$ cat src/rtl/cfgwr_pkg.sv
// Shared types for the AXI4-Lite configuration writer: FSM state encoding and
// AXI write-response codes.
package cfgwr_pkg;

  typedef enum logic [1:0] {
    IDLE   = 2'd0,
    SEND   = 2'd1,
    WAIT_B = 2'd2,
    FAULT  = 2'd3
  } cfgwr_state_e;

  localparam logic [1:0] RESP_OKAY   = 2'b00;
  localparam logic [1:0] RESP_EXOKAY = 2'b01;
  localparam logic [1:0] RESP_SLVERR = 2'b10;
  localparam logic [1:0] RESP_DECERR = 2'b11;

endpackage

$ cat src/rtl/axilite_config_writer.sv
// AXI4-Lite write-only initiator: one AW/W/B write per accepted request.
// Optional B-wait watchdog with sticky FAULT state: define CFGWR_TIMEOUT_EN.
module axilite_config_writer
  import cfgwr_pkg::*;
#(
  parameter int ADDR_WIDTH     = 12,
  parameter int DATA_WIDTH     = 32,
  parameter int ERR_CNT_WIDTH  = 8,
  parameter int TIMEOUT_CYCLES = 256
) (
  input  logic                       ap_clk,
  input  logic                       ap_rst_n,
  input  logic                       req_valid,
  output logic                       req_ready,
  input  logic [ADDR_WIDTH-1:0]      req_addr,
  input  logic [DATA_WIDTH-1:0]      req_data,
  input  logic [DATA_WIDTH/8-1:0]    req_strb,
  output logic                       done_valid,
  output logic [1:0]                 done_resp,
  output logic                       done_timeout,
  output logic                       busy,
  output logic [ERR_CNT_WIDTH-1:0]   err_count,
  output logic                       m_axilite_config_awvalid,
  input  logic                       m_axilite_config_awready,
  output logic [ADDR_WIDTH-1:0]      m_axilite_config_awaddr,
  output logic                       m_axilite_config_wvalid,
  input  logic                       m_axilite_config_wready,
  output logic [DATA_WIDTH-1:0]      m_axilite_config_wdata,
  output logic [DATA_WIDTH/8-1:0]    m_axilite_config_wstrb,
  input  logic                       m_axilite_config_bvalid,
  output logic                       m_axilite_config_bready,
  input  logic [1:0]                 m_axilite_config_bresp
);

  localparam int STRB_WIDTH = DATA_WIDTH / 8;
  localparam logic [ERR_CNT_WIDTH-1:0] ERR_MAX = '1;

  if (((DATA_WIDTH != 32) && (DATA_WIDTH != 64)) || (TIMEOUT_CYCLES < 1)) begin : g_bad_params
    $error("axilite_config_writer: DATA_WIDTH must be 32 or 64 and TIMEOUT_CYCLES >= 1");
  end

  cfgwr_state_e              state_q, state_d;
  logic [ADDR_WIDTH-1:0]     addr_q, addr_d;
  logic [DATA_WIDTH-1:0]     data_q, data_d;
  logic [STRB_WIDTH-1:0]     strb_q, strb_d;
  logic                      awvalid_q, awvalid_d;
  logic                      wvalid_q, wvalid_d;
  logic                      bready_q, bready_d;
  logic                      req_ready_q, req_ready_d;
  logic                      done_valid_q, done_valid_d;
  logic [1:0]                done_resp_q, done_resp_d;
  logic                      busy_q, busy_d;
  logic [ERR_CNT_WIDTH-1:0]  err_count_q, err_count_d;
  logic                      err_evt;

`ifdef CFGWR_TIMEOUT_EN
  localparam int TMR_WIDTH = $clog2(TIMEOUT_CYCLES + 1);
  logic [TMR_WIDTH-1:0]      timer_q, timer_d;
  logic                      done_timeout_q, done_timeout_d;
`endif

  always_comb begin
    state_d      = state_q;
    addr_d       = addr_q;
    data_d       = data_q;
    strb_d       = strb_q;
    awvalid_d    = awvalid_q;
    wvalid_d     = wvalid_q;
    bready_d     = bready_q;
    req_ready_d  = req_ready_q;
    done_valid_d = 1'b0;
    done_resp_d  = done_resp_q;
    err_evt      = 1'b0;
`ifdef CFGWR_TIMEOUT_EN
    timer_d        = timer_q;
    done_timeout_d = 1'b0;
`endif

    case (state_q)
      IDLE: begin
        if (req_valid && req_ready_q) begin
          addr_d      = req_addr;
          data_d      = req_data;
          strb_d      = req_strb;
          awvalid_d   = 1'b1;
          wvalid_d    = 1'b1;
          req_ready_d = 1'b0;
          state_d     = SEND;
        end
      end
      SEND: begin
        // A channel whose valid is already low has completed its handshake.
        if (awvalid_q && m_axilite_config_awready) awvalid_d = 1'b0;
        if (wvalid_q && m_axilite_config_wready)   wvalid_d  = 1'b0;
        if (!awvalid_d && !wvalid_d) begin
          bready_d = 1'b1;
          state_d  = WAIT_B;
`ifdef CFGWR_TIMEOUT_EN
          timer_d  = '0;
`endif
        end
      end
      WAIT_B: begin
        if (bready_q && m_axilite_config_bvalid) begin
          bready_d     = 1'b0;
          done_valid_d = 1'b1;
          done_resp_d  = m_axilite_config_bresp;
          err_evt      = (m_axilite_config_bresp != RESP_OKAY);
          req_ready_d  = 1'b1;
          state_d      = IDLE;
        end
`ifdef CFGWR_TIMEOUT_EN
        else if (timer_q == TMR_WIDTH'(TIMEOUT_CYCLES - 1)) begin
          bready_d       = 1'b0;
          done_valid_d   = 1'b1;
          done_timeout_d = 1'b1;
          done_resp_d    = RESP_SLVERR;
          err_evt        = 1'b1;
          state_d        = FAULT;
        end else begin
          timer_d = timer_q + TMR_WIDTH'(1);
        end
`endif
      end
      FAULT: begin
        // Sticky until reset so a late B cannot be credited to a new request.
      end
      default: begin
        state_d = IDLE;
      end
    endcase

    busy_d      = (state_d != IDLE);
    err_count_d = (err_evt && (err_count_q != ERR_MAX)) ? err_count_q + 1'b1 : err_count_q;
  end

  always_ff @(posedge ap_clk or negedge ap_rst_n) begin
    if (!ap_rst_n) begin
      state_q      <= IDLE;
      addr_q       <= '0;
      data_q       <= '0;
      strb_q       <= '0;
      awvalid_q    <= 1'b0;
      wvalid_q     <= 1'b0;
      bready_q     <= 1'b0;
      req_ready_q  <= 1'b1;
      done_valid_q <= 1'b0;
      done_resp_q  <= RESP_OKAY;
      busy_q       <= 1'b0;
      err_count_q  <= '0;
    end else begin
      state_q      <= state_d;
      addr_q       <= addr_d;
      data_q       <= data_d;
      strb_q       <= strb_d;
      awvalid_q    <= awvalid_d;
      wvalid_q     <= wvalid_d;
      bready_q     <= bready_d;
      req_ready_q  <= req_ready_d;
      done_valid_q <= done_valid_d;
      done_resp_q  <= done_resp_d;
      busy_q       <= busy_d;
      err_count_q  <= err_count_d;
    end
  end

`ifdef CFGWR_TIMEOUT_EN
  always_ff @(posedge ap_clk or negedge ap_rst_n) begin
    if (!ap_rst_n) begin
      timer_q        <= '0;
      done_timeout_q <= 1'b0;
    end else begin
      timer_q        <= timer_d;
      done_timeout_q <= done_timeout_d;
    end
  end
  assign done_timeout = done_timeout_q;
`else
  assign done_timeout = 1'b0;
`endif

  assign req_ready               = req_ready_q;
  assign done_valid              = done_valid_q;
  assign done_resp               = done_resp_q;
  assign busy                    = busy_q;
  assign err_count               = err_count_q;
  assign m_axilite_config_awvalid = awvalid_q;
  assign m_axilite_config_awaddr  = addr_q;
  assign m_axilite_config_wvalid  = wvalid_q;
  assign m_axilite_config_wdata   = data_q;
  assign m_axilite_config_wstrb   = strb_q;
  assign m_axilite_config_bready  = bready_q;

endmodule

$ cat config.mk
export PLATFORM = sky130hd
export DESIGN_NAME = axilite_config_writer
export DESIGN_NICKNAME = d
export VERILOG_FILES = /design/src/rtl/cfgwr_pkg.sv /design/src/rtl/axilite_config_writer.sv
export SDC_FILE = /design/constraint.sdc
export NUM_CORES = 1
export LEC_CHECK = 0
export CAP_MARGIN = 20
export CORE_ASPECT_RATIO = 1.5
export CORE_MARGIN = 3
export CORE_UTILIZATION = 50
export DETAILED_ROUTE_END_ITERATION = 7
export DONT_BUFFER_PORTS = 1
export HOLD_SLACK_MARGIN = 0.15
export SYNTH_ARGS = -nofsm -noshare
export SYNTH_HDL_FRONTEND = slang
export SYNTH_SLANG_ARGS = --single-unit
export TNS_END_PERCENT = 50
$ cat constraint.sdc
create_clock -name ap_clk -period 4.3 [get_ports ap_clk]
set_input_delay 0.86 -clock ap_clk [delete_from_list [all_inputs] [get_ports ap_clk]]
set_output_delay 0.86 -clock ap_clk [all_outputs]
set_load 0.01 [all_outputs]
==> metrics, run 1 <==
status completed; VDD IR max around 0.18 mV; max_slew headroom roughly 60%; routability cong. 0.7267; crit path time final around 2100 ps; first-pass GRT wire length between 7000 and 8000 µm; CP endpoint kind register; final net count 246; fin cells about 260; fillers 425; Total Power between 0.001 and 0.0015 W; Tcrit/Tclk final a little under half; Slew @ Worst Pin 616.2 ps; vias in the first global route ~1600; WS Path Type register to register; GRT overflow 0; top-area cell type share of the netlist area 60.35%; # port buffers 0; Worst Hold Class primary input to async pin; Layout Utilization 56.54%; diode count 0; worst-case clock buffer depth 2; site row count 32; Fin Setup TNS 0 ps; fmax roughly 0.49 GHz; worst setup margin 2241 ps; Layout area overhead 8.357%; Wirelength per Cell 20.68 µm; number of setup buffers added after CTS 0; Starting Density 52.18%; Post-Synthesis Cells 179; I/O Pins about 120; Pre-antenna DRT Iters 5; fraction of layout cells with a size suffix above 1 between 30% and 40%; clock sinks between 60 and 70; placed insts about 240; CTS buffer count 9; register area share after synthesis between 60% and 70%; pre-CTS WS about 2200 ps; Die W around 66 µm; Resized cells post-CTS 0; Max Slew Vio Count 0; DP HPWL around 3900 µm; vias after detailed routing 1441; CTS tree built; Die Y approximately 96 µm; warnings from Yosys 0; static leakage about 1.5 nW; Fin. Hold Viols 0; Mapped Nets between 200 and 250; largest area contributor in the netlist dfrtp_1; Crit path required time ~4500 ps; WP data arrival approximately 2300 ps; pwr dens about 370 nW/µm²; Critical Path Source Type register; die area approximately 6300 µm²; Tot GR Track Use between 10% and 20%; worst-path fanout max 46; mapped cell area between 2000 and 3000 µm²; hold_buf cts 0; drc violations 0; Antenna Nets Post-Route 0; initial antenna violation count 0; final setup fails 0; Max-cap violations 0; #FFs+latches synth 66; clock latency on the worst-skew pair ~330 ps; count of cell types in the netlist 34; DR vias/cell 5.629; RSZ-0062 raised after global routing no; syn avg cell area 15.06 µm²; synth top area cells dfrtp_1 (60%), mux2_2 (17%), mux2_4 (5.0%); WL final 5294 µm; final clock skew 8.253 ps; H-tree lvl count 3; path depth of the worst reg2reg path 7; Root Buffer clkbuf_8; 1st-iter DRT viols 67; CTS clk-pin slew, worst paths roughly 70 ps; maximum number of pins on one net before global-route repair 67; Placeable Area 5165 µm²
[logic make-up (layout without fill, tap and decap cells)]
| kind of cell | Yosys count | count (layout) | synth area share [%] |
|---|---|---|---|
| mux | 51 | 51 | 22.56 |
| compound gates | 14 | 14 | 3.946 |
| other cells | 1 | 1 | 0.1391 |
| simple gates | 25 | 25 | 5.199 |
| flops | 66 | 66 | 61.33 |
| xor+xnor | 7 | 7 | 2.275 |
| buf+inv | 10 | 19 | 2.228 |
| fa+ha+maj | 5 | 5 | 2.321 |
[worst paths after layout]
path | slack [ps] | start | to
min in group ap_clk | 560 | req_ready | req_ready
max in group asynchronous | 3900 | ap_rst_n | req_ready
setup reg to reg | 2240 | state_q[1] | busy
setup / recovery | 2240 | state_q[1] | busy
hold reg to reg | 560 | req_ready | req_ready
hold / removal | 220 | ap_rst_n | m_axilite_config_wdata[29]
[layer usage]
layer	up-vias	wire length (µm)	share of wire [%]	track usage (%)
met4	0	51	0.96	8.305
met5	-	0	0	0
met2	89	2865	54	28.79
met1	710	1815	34	17.47
li1	638	-	-	-
met3	4	560	11	7.593
[sequential cells by signal, indices dropped and copies added, names as in the netlist]
| name | flops |
|---|---|
| m_axilite_config_wstrb | 4 |
| err_count | 8 |
| busy | 1 |
| m_axilite_config_bready | 1 |
| req_ready | 1 |
| done_valid | 1 |
| state_q | 2 |
| m_axilite_config_wvalid | 1 |
| m_axilite_config_awaddr | 12 |
| done_resp | 2 |
| m_axilite_config_wdata | 32 |
| m_axilite_config_awvalid | 1 |
[area by class of cell]
type,count,area (µm²),share of cell area [%]
clock buffers,12,165.2,5.656
clock inverters,2,12.51,0.4284
inverters,4,15.01,0.5141
multi-input cells,103,982.2,33.63
flip-flops and latches,66,1653,56.60
well taps,68,85.08,2.913
repair buffers,1,7.507,0.2571
[synthesized netlist by cell type, drive strengths merged]
cell type,instances
nand2,6
dfstp,1
ha,5
inv,4
xnor2,4
nand2b,2
o21ai,2
buf,6
o211ai,1
nand4b,1
or2,1
a221oi,1
a211oi,1
a31oi,4
o21a,1
nor3b,1
mux2,51
o2111ai,1
conb,1
and3,2
nor2,5
a21bo,1
nand3,6
and4,1
xor2,3
a41oi,1
dfrtp,65
a21o,1
[critical path, stage by stage (launching register included)]
cell	delay (ps)
dfrtp_1	410
inv_1	100
ha_1	270
nand3_2	160
buf_4	530
o21a_1	190
a31oi_1	50
or2_1	210
[where the power goes]
part	switching (W)	leakage (nW)	internal (W)	total, W
Combinational	0.000000437	0.518	0.000000961	0.00000140
Clock	0.000210	0.0903	0.000249	0.000459
Sequential	0	0.903	0.000621	0.000621
[cell usage in the layout (no fill, tap or decap), types with 2 or more instances in the layout]
master,n
mux2_2,41
inv_1,4
clkbuf_8,12
nand2_1,6
xnor2_1,4
nand2b_1,2
and3_1,2
nand3_1,5
a31oi_1,4
o21ai_0,2
dfrtp_1,65
mux2_4,9
xor2_1,3
nor2_1,4
ha_1,5
[through the flow]
| stage | hold WS [ps] | area (µm²) |
|---|---|---|
| 3_5_place_dp | 562.9 | 2743 |
| 5_1_grt | 190.7 | 2920 |
| 4_1_cts | 204.3 | 2920 |
| 2_1_floorplan | 518.0 | 2695 |
| 6_report | 222.4 | 2920 |
| 3_3_place_gp | 549.1 | 2743 |
No activity file was read; power rests on OpenSTA's default activity.
==> run 2: changes to the inputs <==
clock period = 1.9 ns   (was 4.3 ns; I/O delays follow)
==> run 2 against run 1 <==
Via count increased by 1.8%. Worst hold slack worse by 490 ps. Critical path type unchanged. First-iteration DRC count up 30%. Utilization rose by 1.4 points. Register-to-register slack got worse by 2100 ps. Final area is 2.5% higher. Highest routed layer unchanged. Cell count is 2.0% higher. Worst setup slack worse by 2100 ps. Clock-buffer cell count down 2. Sequential share of layout area is 1.4 points lower. Critical path depth fell by 1. Sequential power up 130%. The run now ends with negative hold slack left.
==> metrics, run 2 (same netlist as run 1, synthesis figures left out) <==
max reg flops 32 (unchanged); Tcrit/Tclk final 92.34% (was 47.89%); final clock skew 4.767 ps (was 8.253 ps); Die Y 95.92 µm (unchanged); site row count 32 (unchanged); Total Power 0.002575 W (was 0.001081 W); static leakage 1.536 nW (was 1.511 nW); clock sinks 66 (unchanged); clock latency on the worst-skew pair 330 ps (about the same); final setup fails 0 (unchanged); Wirelength per Cell 20.90 µm (was 20.68 µm); vias after detailed routing 1467 (was 1441); diode count 0 (unchanged); worst-case clock buffer depth 2 (unchanged); fmax 0.5699 GHz (was 0.4856 GHz); drc violations 0 (unchanged); Antenna Nets Post-Route 0 (unchanged); crit path time final 1755 ps (was 2059 ps); WS Path Type register to register (unchanged); vias in the first global route 1588 (was 1566); RSZ-0062 raised after global routing no (unchanged); Layout area overhead 11.05% (was 8.357%); Fin. Hold Viols 66 (was 0); CTS tree built (unchanged); maximum number of pins on one net before global-route repair 67 (unchanged); Layout Utilization 57.95% (was 56.54%); 1st-iter DRT viols 87 (was 67); Max-cap violations 0 (unchanged); status complete, but fails checks (was completed); WL final 5454 µm (was 5294 µm); worst setup margin 145.5 ps (was 2241 ps); CP endpoint kind register (unchanged); Critical Path Source Type register (unchanged); hold_buf cts 2 (was 0); initial antenna violation count 0 (unchanged); Pre-antenna DRT Iters 3 (was 5); die area 6325 µm² (unchanged); most frequent cells in the layout dfrtp_1 (65), mux2_2 (41), clkbuf_8 (10), mux2_4 (9), nand2_1 (6) (was dfrtp_1 (65), mux2_2 (41), clkbuf_8 (12), mux2_4 (9), nand2_1 (6)); R2R Path End err_count[5] (was busy); fraction of layout cells with a size suffix above 1 38.86% (was 37.77%); routability cong. 0.8055 (was 0.7267); commonest non-fill, non-tap cell in the layout dfrtp_1 (unchanged); H-tree lvl count 3 (unchanged); fillers 414 (was 425); Placeable Area 5165 µm² (unchanged); Die W 65.95 µm (unchanged); worst r2r src state_q[0] (was state_q[1]); Tot GR Track Use 17.44% (was 16.91%); cells along the critical path inv_1 -> ha_1 -> o2111ai_2 -> a211oi_2 -> nand3_1 -> xnor2_1 (was inv_1 -> ha_1 -> nand3_2 -> buf_4 -> o21a_1 -> a31oi_1 -> or2_1); WP data arrival 1960 ps (was 2270 ps); Max Slew Vio Count 0 (unchanged); placed insts 243 (was 242); I/O Pins 121 (unchanged); Starting Density 52.18% (unchanged); CTS buffer count 9 (unchanged); Worst Hold Class primary input to async pin (unchanged); Worst path slowest cell dfrtp_1 (was buf_4); delay of the slowest critical-path stage 410 ps (was 530 ps); final net count 249 (was 246); Fin Setup TNS 0 ps (unchanged); DP HPWL 3977 µm (was 3869 µm); pre-CTS WS 145.1 ps (was 2191 ps); number of setup buffers added after CTS 0 (unchanged); Root Buffer clkbuf_8 (unchanged); CTS clk-pin slew, worst paths 70 ps (about the same); GRT overflow 0 (unchanged); VDD IR max 0.6163 mV (was 0.1800 mV); # port buffers 0 (unchanged); path depth of the worst reg2reg path 6 (was 7); first-pass GRT wire length 8024 µm (was 7803 µm); Crit path required time 2100 ps (was 4510 ps); worst-path fanout max 6 (was 46); DR vias/cell 5.621 (was 5.629); reg-to-reg slack, setup 150 ps (was 2240 ps); final hold slack -268.2 ps (was 222.4 ps); pwr dens 860.3 nW/µm² (was 370.2 nW/µm²); violated checks negative hold slack; fin cells 261 (was 256)
-- run 2: cell types whose count changed in the layout (fill, tap and decap cells not counted) --
cell,change
clkinv_4,+1
bufinv_16,+1
o2111ai_2,+1
o2111ai_1,-1
clkbuf_8,-2
buf_12,+1
clkinvlp_4,+2
dlygate4sd3_1,+2
-- run 2: how the worst max path moves through the flow --
stage | slack (ps) | to | cells after the start | start
finish | 150 | err_count[5] | 6 | state_q[0]
global route | 20 | err_count[5] | 6 | state_q[0]
CTS | 120 | err_count[5] | 6 | state_q[0]
detailed placement | 150 | err_count[5] | 6 | state_q[0]
global placement | 210 | err_count[5] | 6 | state_q[0]
floorplan | 350 | m_axilite_config_awaddr[0] | 6 | state_q[1]
-- run 2: where the power goes --
group	switching, W	total, W	internal (W)
sequential	0	0.00140	0.00140
clock	0.000523	0.00116	0.000640
combinational	0.00000186	0.00000679	0.00000492
-- run 2: through the flow --
| stage | instance area [µm²] | hold WS (ps) |
|---|---|---|
| after global routing | 2993 | -290.7 |
| after detailed placement | 2763 | 85.79 |
| after global placement | 2763 | 85.74 |
| after CTS | 2987 | -283.6 |
| final | 2993 | -268.2 |
| after floorplan | 2695 | 84.41 |
-- run 2: what timing repair did --
item / 4_1_cts / 5_1_grt
setup endpoints to repair: 0 / 1
hold endpoints to repair: 68 / 66
gates resized for setup: 0 / 1
-- run 2: layer usage --
metal,vias to the layer above,wire length (µm),GRT usage [%]
met5,-,0,0
met4,0,113,10.00
met2,81,3000,30.79
met3,10,588,6.776
li1,644,-,-
met1,732,1751,17.05
-- run 2: final cells by class --
cell class	instances	area (µm²)	share of cell area, %
clock buffers	10	137.6	4.599
clock inverters	6	66.31	2.216
inverters	4	15.01	0.5017
multi-input cells	103	988.4	33.03
flip-flops and latches	66	1653	55.23
well taps	68	85.08	2.843
repair buffers	4	47.55	1.589
-- run 2: critical path: cells and delay by family (launching register included) --
kind / cells / cell delay, ps
AO/OA/AOI/OAI: 2 / 550
XOR/XNOR: 1 / 150
flip-flops: 1 / 410
AND/OR/NAND/NOR: 1 / 140
buffers and inverters: 1 / 110
adder cells (fa/ha/maj): 1 / 270
